<file path="src/rtl/led_disp_pkg.sv">
// led_disp_pkg: arbiter state type, scan constants and hex-to-segment encoder for led_display_arbiter (no ports)
package led_disp_pkg;
    typedef enum logic {IDLE, HOLD} arb_state_t;
    localparam int PHASE_W = 3;
    localparam logic [7:0] SEG_BLANK = 8'h00;
    localparam logic [7:0] SEG_0 = 8'hFC;
    localparam logic [7:0] SEG_1 = 8'h60;
    localparam logic [7:0] SEG_2 = 8'hDA;
    localparam logic [7:0] SEG_3 = 8'hF2;
    localparam logic [7:0] SEG_4 = 8'h66;
    localparam logic [7:0] SEG_5 = 8'hB6;
    localparam logic [7:0] SEG_6 = 8'hBE;
    localparam logic [7:0] SEG_7 = 8'hE0;
    localparam logic [7:0] SEG_8 = 8'hFE;
    localparam logic [7:0] SEG_9 = 8'hF6;
    localparam logic [7:0] SEG_A = 8'hEE;
    localparam logic [7:0] SEG_B = 8'h3E;
    localparam logic [7:0] SEG_C = 8'h9C;
    localparam logic [7:0] SEG_D = 8'h7A;
    localparam logic [7:0] SEG_E = 8'h9E;
    localparam logic [7:0] SEG_F = 8'h8E;
    localparam logic [7:0] SEG_HEX [16] = '{SEG_0, SEG_1, SEG_2, SEG_3, SEG_4, SEG_5, SEG_6, SEG_7,
                                           SEG_8, SEG_9, SEG_A, SEG_B, SEG_C, SEG_D, SEG_E, SEG_F};
    localparam logic [3:0] SEL_DEAD = 4'b0000;
    localparam logic [3:0] SEL_DIGIT [4] = '{4'b1000, 4'b0100, 4'b0010, 4'b0001};
    function automatic logic [7:0] seg_encode(input logic [3:0] nibble);
        return SEG_HEX[nibble];
    endfunction
endpackage

</file>
<file path="src/rtl/led_display_arbiter_if.sv">
// led_display_arbiter_if: requester bus and display pins; master = requesters/board side, slave = arbiter
interface led_display_arbiter_if #(parameter int NUM_REQ = 4);
    logic [NUM_REQ-1:0]    req;
    logic [16*NUM_REQ-1:0] value;
    logic [NUM_REQ-1:0]    grant;
    logic [15:0]           shown_value;
    logic [7:0]            digitcode;
    logic [3:0]            selectors;
    modport master (output req, value, input grant, shown_value, digitcode, selectors);
    modport slave (input req, value, output grant, shown_value, digitcode, selectors);
endinterface

</file>
<file path="src/rtl/led_rr_arbiter.sv">
// led_rr_arbiter: round-robin grant with minimum dwell; ports clock, reset, req in, grant/owner/next_owner/load out
module led_rr_arbiter
    import led_disp_pkg::*;
#(
    parameter int NUM_REQ = 4,
    parameter int DWELL = 1024,
    localparam int IDX_W = $clog2(NUM_REQ)
) (
    input  logic               clock,
    input  logic               reset,
    input  logic [NUM_REQ-1:0] req,
    output logic [NUM_REQ-1:0] grant,
    output logic [IDX_W-1:0]   owner,
    output logic [IDX_W-1:0]   next_owner,
    output logic               load
);
    localparam int DW_W = $clog2(DWELL + 1);
    arb_state_t state, state_n;
    logic [DW_W-1:0] dwell;
    logic found;
    // owner doubles as the last-owner pointer while idle; the search wraps all the way
    // round so a lone requesting owner finds itself and keeps the grant
    always_comb begin
        next_owner = owner;
        found = 1'b0;
        for (int i = 1; i <= NUM_REQ; i++) begin
            if (!found && req[(int'(owner) + i) % NUM_REQ]) begin
                next_owner = IDX_W'((int'(owner) + i) % NUM_REQ);
                found = 1'b1;
            end
        end
    end
    // load marks every grant change, including the drop back to idle
    always_comb begin
        state_n = |req ? HOLD : IDLE;
        load = (state == IDLE) ? |req : (!req[owner] || (dwell == DW_W'(DWELL) && next_owner != owner));
    end
    always_ff @(posedge clock or posedge reset) begin
        if (reset) begin
            state <= IDLE;
            grant <= '0;
            owner <= IDX_W'(NUM_REQ - 1);
            dwell <= '0;
        end else begin
            state <= state_n;
            if (load) begin
                grant <= |req ? NUM_REQ'(1) << next_owner : '0;
                owner <= next_owner;
                dwell <= '0;
            end else if (state == HOLD && dwell != DW_W'(DWELL)) begin
                dwell <= dwell + 1'b1;
            end
        end
    end
endmodule

</file>
<file path="src/rtl/led_display_arbiter.sv">
// led_display_arbiter: shares a 4-digit 7-seg display between requesters with dead-time digit scan
// Ports: clock, reset (async, active-high), bus (slave: req/value in; grant/shown_value/digitcode/selectors out)
// Build option LED_DISP_ACTIVE_LOW_EN inverts digitcode and selectors for common-anode boards.
module led_display_arbiter
    import led_disp_pkg::*;
#(
    parameter int NUM_REQ = 4,
    parameter int DWELL = 1024,
    parameter int SCAN_DIV = 4
) (
    input logic clock,
    input logic reset,
    led_display_arbiter_if.slave bus
);
    localparam int IDX_W = $clog2(NUM_REQ);
    localparam int PRE_W = SCAN_DIV > 1 ? $clog2(SCAN_DIV) : 1;
`ifdef LED_DISP_ACTIVE_LOW_EN
    localparam logic INV = 1'b1;
`else
    localparam logic INV = 1'b0;
`endif
    logic [IDX_W-1:0]   owner, next_owner;
    logic               load, tick, active;
    logic [PRE_W-1:0]   pre;
    logic [PHASE_W-1:0] phase;
    logic [15:0]        shown;
    logic [3:0]         nibble, sel_n;
    logic [7:0]         code_n;
    led_rr_arbiter #(.NUM_REQ(NUM_REQ), .DWELL(DWELL)) u_arb (
        .clock(clock), .reset(reset), .req(bus.req), .grant(bus.grant),
        .owner(owner), .next_owner(next_owner), .load(load)
    );
    // even phase 2k is dead time for digit k, odd phase 2k+1 lights it; digit 0 is the top nibble
    always_comb begin
        tick = pre == PRE_W'(SCAN_DIV - 1);
        active = |bus.grant;
        nibble = 4'(shown >> {~phase[2:1], 2'b00});
        code_n = active ? seg_encode(nibble) : SEG_BLANK;
        sel_n = (active && phase[0]) ? SEL_DIGIT[phase[2:1]] : SEL_DEAD;
    end
    assign bus.shown_value = shown;
    // value is latched only at frame boundaries so a frame never mixes two values
    always_ff @(posedge clock or posedge reset) begin
        if (reset) begin
            pre <= '0;
            phase <= '0;
            shown <= '0;
        end else if (load) begin
            pre <= '0;
            phase <= '0;
            shown <= bus.value[{next_owner, 4'b0000} +: 16];
        end else begin
            pre <= tick ? '0 : pre + 1'b1;
            if (tick) phase <= phase + 1'b1;
            if (tick && &phase && active) shown <= bus.value[{owner, 4'b0000} +: 16];
        end
    end
    always_ff @(posedge clock or posedge reset) begin
        if (reset) begin
            bus.digitcode <= {8{INV}};
            bus.selectors <= {4{INV}};
        end else begin
            bus.digitcode <= code_n ^ {8{INV}};
            bus.selectors <= sel_n ^ {4{INV}};
        end
    end
endmodule

</file>
<file path="src/flat_wrapper.sv">
// flat-port wrapper written by rule: the top's interface ports become plain ports
module led_display_arbiter_flat import led_disp_pkg::*;
#(
    parameter int NUM_REQ = 4,
    parameter int DWELL = 1024,
    parameter int SCAN_DIV = 4
)
  (clock, reset, bus_req, bus_value, bus_grant, bus_shown_value, bus_digitcode, bus_selectors);
  led_display_arbiter_if #(.NUM_REQ(NUM_REQ)) bus_i ();
  input logic clock;
  input logic reset;
  input wire logic [$bits(bus_i.req)-1:0] bus_req;
  input wire logic [$bits(bus_i.value)-1:0] bus_value;
  output wire logic [$bits(bus_i.grant)-1:0] bus_grant;
  output wire logic [$bits(bus_i.shown_value)-1:0] bus_shown_value;
  output wire logic [$bits(bus_i.digitcode)-1:0] bus_digitcode;
  output wire logic [$bits(bus_i.selectors)-1:0] bus_selectors;
  assign bus_i.req = bus_req;
  assign bus_i.value = bus_value;
  assign bus_grant = bus_i.grant;
  assign bus_shown_value = bus_i.shown_value;
  assign bus_digitcode = bus_i.digitcode;
  assign bus_selectors = bus_i.selectors;
  led_display_arbiter #(.NUM_REQ(NUM_REQ), .DWELL(DWELL), .SCAN_DIV(SCAN_DIV)) u_core (.clock(clock), .reset(reset), .bus(bus_i));
endmodule
</file>
<file path="config.mk">
export PLATFORM = sky130hd
export DESIGN_NAME = led_display_arbiter_flat
export DESIGN_NICKNAME = d
export VERILOG_FILES = /design/src/rtl/led_disp_pkg.sv /design/src/rtl/led_display_arbiter_if.sv /design/src/rtl/led_rr_arbiter.sv /design/src/rtl/led_display_arbiter.sv /design/src/flat_wrapper.sv
export SDC_FILE = /design/constraint.sdc
export NUM_CORES = 1
export LEC_CHECK = 0
export BUFFER_PORTS_ARGS = -buffer_cell sky130_fd_sc_hd__buf_2
export CAP_MARGIN = 10
export CORE_ASPECT_RATIO = 0.5
export CORE_MARGIN = 10
export CORE_UTILIZATION = 46
export DETAILED_ROUTE_END_ITERATION = 8
export PLACE_DENSITY = 0.8
export SETUP_SLACK_MARGIN = 0.5
export SLEW_MARGIN = 25
export SYNTH_ARGS = -nofsm -noshare
export SYNTH_HDL_FRONTEND = slang
export SYNTH_SLANG_ARGS = --single-unit
</file>
<file path="constraint.sdc">
create_clock -name clock -period 2.2 [get_ports clock]
set_input_delay 0.33 -clock clock [delete_from_list [all_inputs] [get_ports clock]]
set_output_delay 0.33 -clock clock [all_outputs]
set_load 0.02 [all_outputs]
</file>
Yosys cells after proc, flatten, opt, wreduce, memory -nomap -nowiden
Memory sizes are Yosys's and may differ from the RTL's.
Cells that the tools add are included.
- $add $sub $neg: 7
- magnitude comparators: 7
- equality and inequality tests: 4
- shift operators: 4
- mux-type cells: 39
- bitwise operators: 7
- reductions and logical operators: 23
- operators by type and width (kind ; number):
    indexed part select 64 x 7 -> 16 bit ; 2
    two-way mux 16 bit ; 2
    two-way mux 8 bit ; 3
    two-way mux 11 bit ; 2
    < comparator 3 x 4 -> 1 bit, second input constant ; 4
    two-way mux 4 bit ; 4
    right shift 16 x 4 -> 4 bit ; 1
    two-way mux 1 bit ; 14
    two-way mux 2 bit ; 6
    adder 11 x 1 -> 11 bit, second input constant ; 1
    == test 11 bit, second input constant ; 1
    != test 11 bit, second input constant ; 1
    binary-select mux 1 bit (select 2 bit) ; 5
    binary-select mux 4 bit (select 2 bit) ; 1
    logical AND 1 bit ; 8
    OR reduction 2 bit ; 4
    OR reduction 4 bit ; 2
    adder 2 x 1 -> 2 bit, second input constant ; 3
    two-way mux 3 bit ; 2
    nonzero test 2 bit ; 3
    greater-or-equal comparator 5 bit, second input constant ; 1
    NOT 4 -> 5 bit ; 1
    adder 2 bit, second input constant ; 2
    bitwise AND 1 bit, first input constant ; 4
    11 further kinds ; 14
- flip-flop bits (word level): 51
- memory bits (read-only): 128
- bits of input ports: 70
- output and inout port bits: 32
- logic and storage cells: 101
- memories kept: 1
- memory list (name ; words ; width ; rd ports ; clocked after memory_dff ; wr ports ; RTL line ; text):
    (name not given) ; 16 ; 8 ; 1 ; 0 ; 0 ; led_disp_pkg.sv:27 ; return SEG_HEX[nibble];

Logic depth before layout (Yosys ltp)
- depth in word-level cells: 21
- gate-level depth with buffers: 11
- mapped depth without buffers: 9

By module
A second synthesis with hierarchy kept.
- cells, all modules: 239
- area total of the unflattened synthesis: 3076.7 um^2
- modules (own cells, without submodules) (module ; instances ; cells each ; area each (um^2) ; seq. area each (um^2)):
    led_display_arbiter ; 1 ; 138 ; 2016.9 ; 800.8
    led_rr_arbiter ; 1 ; 101 ; 1059.8 ; 452.9

Least setup slack after synthesis
No wires, ideal clock.
- path kind: reg2reg
- start: register u_core.u_arb.owner[0]
- end: register u_core.shown[15] (netlist: u_core.bus.shown_value[15])
- setup time: 0.133 ns
- arrival time: 2.218 ns
- data required time: 2.067 ns
- slack: -0.151 ns
- cell stages (with the launch flop): 10
- path buffers: 2
- clock period less this slack: 2.351 ns
- cell sequence: dfstp_2 > buf_6 > or3b_1 > o31ai_1 > a211o_1 > nand2_2 > a21oi_4 > buf_6 > mux2i_1 > o221ai_2
- longest elaborated chain between the ends: 19
- elaborated cells on any way between the ends: 41
- classes of those cells: add/sub (4); eq/ne (1); shift (2); mux (24); reduce/logical (10)
- ends and longest elaborated chain (what ; RTL line ; text):
    from (decl) ; led_rr_arbiter.sv:13 ; output logic [IDX_W-1:0] owner,
    from (signal assigned) ; led_rr_arbiter.sv:42 ; owner <= IDX_W'(NUM_REQ - 1);
    from (signal assigned) ; led_rr_arbiter.sv:48 ; owner <= next_owner;
    branches (longest 19 deep; another with adder 2 x 1 -> 2 bit) ; - ;
    to (signal assigned) ; led_display_arbiter.sv:51 ; shown <= bus.value[{next_owner, 4'b0000} +: 16];
    to (signal assigned) ; led_display_arbiter.sv:55 ; if (tick && &phase && active) shown <= bus.value[{owner, 4'b0000} +: 16];
    to (decl) ; led_display_arbiter.sv:26 ; logic [15:0] shown;
Several ways; the timed one is not identified. The select of a mux whose other input is x is not followed.
A chain may end at the register's enable or synchronous reset.

Final worst setup path
- start: register u_core.u_arb.owner[0]
- end: register u_core.shown[8] (netlist: u_core.bus.shown_value[8])
Same word-level chain as after synthesis.

==> reports/qor.yml <==
violations: "negative setup slack"
seq_area_frac_synth: 0.4078
placed_area_sq_um: 3960
initial_core_util: 0.4894
worstMarginPinSlew_ps: 1133
wl_per_cell_microns: 29.84
grt_pass1_vias: 3724
cts_tree: "built"
max_freq_mhz: 379.8
cap_violations: 0
drc: 0
leakagePower_uw: 0.002422
critPathArrivalTime_ps: 2810
final_cell_count_no_fill: 554
core_area_sq_um: 6281
grt_pass1_wl_microns: 20790
drtIter0Drc: 538
multiInputGateArea_sq_um: 2276
track_usage: 0.2496
run_status: "complete, but fails checks"
fin_tns_setup_ps: -6664
powerDensity_nw_per_um2: 1665
timing.critical_path.to: "u_core.bus.shown_value[8]$_DFFE_PP0P_"
seq_area_sq_um: 1256
relSlewSlack: 0.2374
synth_cell_types: 56
clock_path_buffers: 2
synthFlopType: "dfrtp_1"
die_y_microns: 77.81
fin_crit_ps: 2633
dp_cells: 497
final_max_slew_viol_count: 0
syn-cell-area_sq_um: 3074
r2r_cells: 10
ant_nets: 0
port_buffers: 100
htreeDepth: 2
crit_required_ps: 2380
areaGrowthSynthToFinish_pct: 71.35
worst_setup_path_end_kind: "flip-flop"
num_vias: 3806
grt_max_degree: 28
ys_ff_latch: 50
clockRootBuffer: "clkbuf_16"
ios: 102
yosys_warnings: 0
final_hold_viol_count: 0
fillers: 265
ir_worst_vdd_v: 0.0009278
period_share: 1.197
die_width_microns: 135.6
synthArstFlopShare: 1.000
cp-startpoint: "u_core.u_arb.owner[0]$_DFFE_PP1N_"
clkTransAtPathRegs_ps: 80
reg2reg_setup_slack_ps: -430
grt_overflow: 0
die-area_sq_um: 10550
antenna_found_initial: 0
cp_max_fo: 6
synth_edf_count: 0
start_kind: "flip-flop"
clk_latency_ps: 310
hp-class: "in -> async"
synthesis.nets: 369
avgSynthCellArea_sq_um: 10.64
gp_congestion: 0.8636
clock_sink_count: 50
std_cell_rows: 20
numCtsBuffers: 5
fin_ws_ps: -432.7
rsz0062_at_grt: "true"
syn_inst: 289
final_net_count: 544
reg2reg_to: "u_core.bus.shown_value[8]$_DFFE_PP0P_"
place.detailed.hpwl_microns: 6914
r2r_start: "u_core.u_arb.owner[0]$_DFFE_PP1N_"
skew_ps: 9.798
routed_wl_microns: 16530
criticalPathCategory: "reg -> reg"
vias_per_cell: 6.870
stdcell_area_sq_um: 5268
layout-drive-gt1-share: 0.6602
drtPass1Iterations: 8
setup_violations: 23
[routing by layer]
metal | GRT usage | vias to the layer above | part of all wire
met5 | 0 | - | 0
met4 | 0.1335 | 0 | 0.087
met3 | 0.07391 | 160 | 0.13
met2 | 0.4107 | 440 | 0.43
met1 | 0.2885 | 1792 | 0.35
li1 | - | 1414 | -
[layout make-up]
type	instances	share of cell area
clock buffers	7	0.02708
well taps	88	0.02090
inverters	13	0.01021
flip-flops and latches	50	0.2385
diodes	1	0.0004751
multi-input cells	209	0.4321
clock inverters	1	0.0009501
repair buffers	185	0.2698
[metrics by stage]
step	setup slack, ps	power [uW]	utilization	hold WS (ps)
5_1_grt	-470.1	8935	0.8382	116.3
2_1_floorplan	-146.8	4014	-	415.0
6_report	-432.7	8769	0.8386	81.35
4_1_cts	-180.2	7305	0.7805	95.39
3_5_place_dp	-251.2	4966	0.6305	399.8
3_3_place_gp	-184.9	4833	0.6305	385.5
[worst min path at each step]
stage	end	slack, ps
after global placement	u_core.bus.digitcode[2]$_DFF_PP0_	390
after global routing	u_core.bus.digitcode[3]$_DFF_PP0_	120
final	u_core.bus.digitcode[1]$_DFF_PP0_	80
after detailed placement	u_core.bus.digitcode[4]$_DFF_PP0_	400
after CTS	u_core.bus.selectors[1]$_DFF_PP0_	100
after floorplan	u_core.pre[0]$_DFF_PP0_	410
[synthesized netlist by cell type (2+ instances only)]
cell type  count  area [sq um]
dfrtp_1       48          1201
mux2i_1       36         360.4
nand2_1       31         116.4
nor2_1        26         97.59
inv_1         13         48.80
ha_1          10         125.1
o221ai_2      10         150.1
clkbuf_1       8         30.03
a21oi_1        7         35.03
xor2_1         7         61.31
nor3_1         6         30.03
and3_1         5         31.28
o221ai_1       5         43.79
buf_2          4         20.02
mux4_2         4         90.09
o21ai_0        4         20.02
xnor2_1        4         35.03
nand2b_1       3         18.77
nand3_1        3         15.01
nor4_1         3         18.77
o31ai_1        3         22.52
a21o_1         2         15.01
a21oi_4        2         32.53
a31oi_1        2         12.51
and2_1         2         12.51
and4_1         2         17.52
buf_4          2         15.01
buf_6          2         22.52
buf_8          2         30.03
dfstp_2        2         52.55
mux2_2         2         22.52
nand4_1        2         12.51
o21a_1         2         15.01
o221a_2        2         22.52
o41ai_1        2         17.52
[where the power goes]
| group | total [uW] | internal [uW] | switching, uW |
|---|---|---|---|
| logic | 6310 | 3040 | 3270 |
| registers | 1630 | 1250 | 378 |
| clock network | 836 | 453 | 382 |
| total | 8770 | 4740 | 4030 |
[kinds of logic after synthesis]
family,synth area share
muxes,0.1624
and+or+nand+nor,0.1510
DFF,0.4078
buffers and inverters,0.05535
AOI/OAI and AO/OA,0.1502
other,0.001220
adders and majority gates,0.04070
xor gates and xnor gates,0.03134
[critical path: stages, from the launching register on]
cell and delay (ps):
dfstp_2 550, buf_4 140, nand2_1 80, a41o_1 250, a211o_1 360, and3_4 210, a21oi_4 200, buf_12 170
buf_16 150, mux2i_4 260, o221ai_2 130
[flip-flops by register name, indices dropped and copies added, names as in the netlist]
| signal | cells |
|---|---|
| u_core.phase | 3 |
| u_core.u_arb.grant | 4 |
| u_core.u_arb.owner | 2 |
| u_core.bus.shown_value | 16 |
| u_core.bus.digitcode | 7 |
| u_core.u_arb.state | 1 |
| u_core.bus.selectors | 4 |
| u_core.pre | 2 |
| u_core.u_arb.dwell | 11 |
[layout by cell type (no fill, tap or decap), types with 5 or more instances in the layout]
cell type | Yosys | routed
o221ai_2 | 10 | 11
clkbuf_16 | 0 | 5
buf_2 | 4 | 100
inv_1 | 13 | 7
dfrtp_1 | 48 | 46
buf_12 | 0 | 7
mux4_2 | 4 | 7
xor2_1 | 7 | 7
buf_4 | 2 | 42
nand2_1 | 31 | 27
nor2_1 | 26 | 8
ha_4 | 0 | 5
ha_1 | 10 | 5
mux2i_4 | 0 | 8
nor2_4 | 1 | 15
buf_6 | 2 | 30
mux2i_1 | 36 | 14
mux2i_2 | 0 | 14
and3_1 | 5 | 5
[what timing repair did]
action                                  CTS  global route
endpoints found under the hold margin     0             0
pin swaps                                24            20
endpoints found under the setup margin   45            45
resized for setup                        90            69
setup buffers                            35             6
gates cloned                              7             0
hold buffers                              0             0
Note: power is estimated with default switching activity, not from simulation.
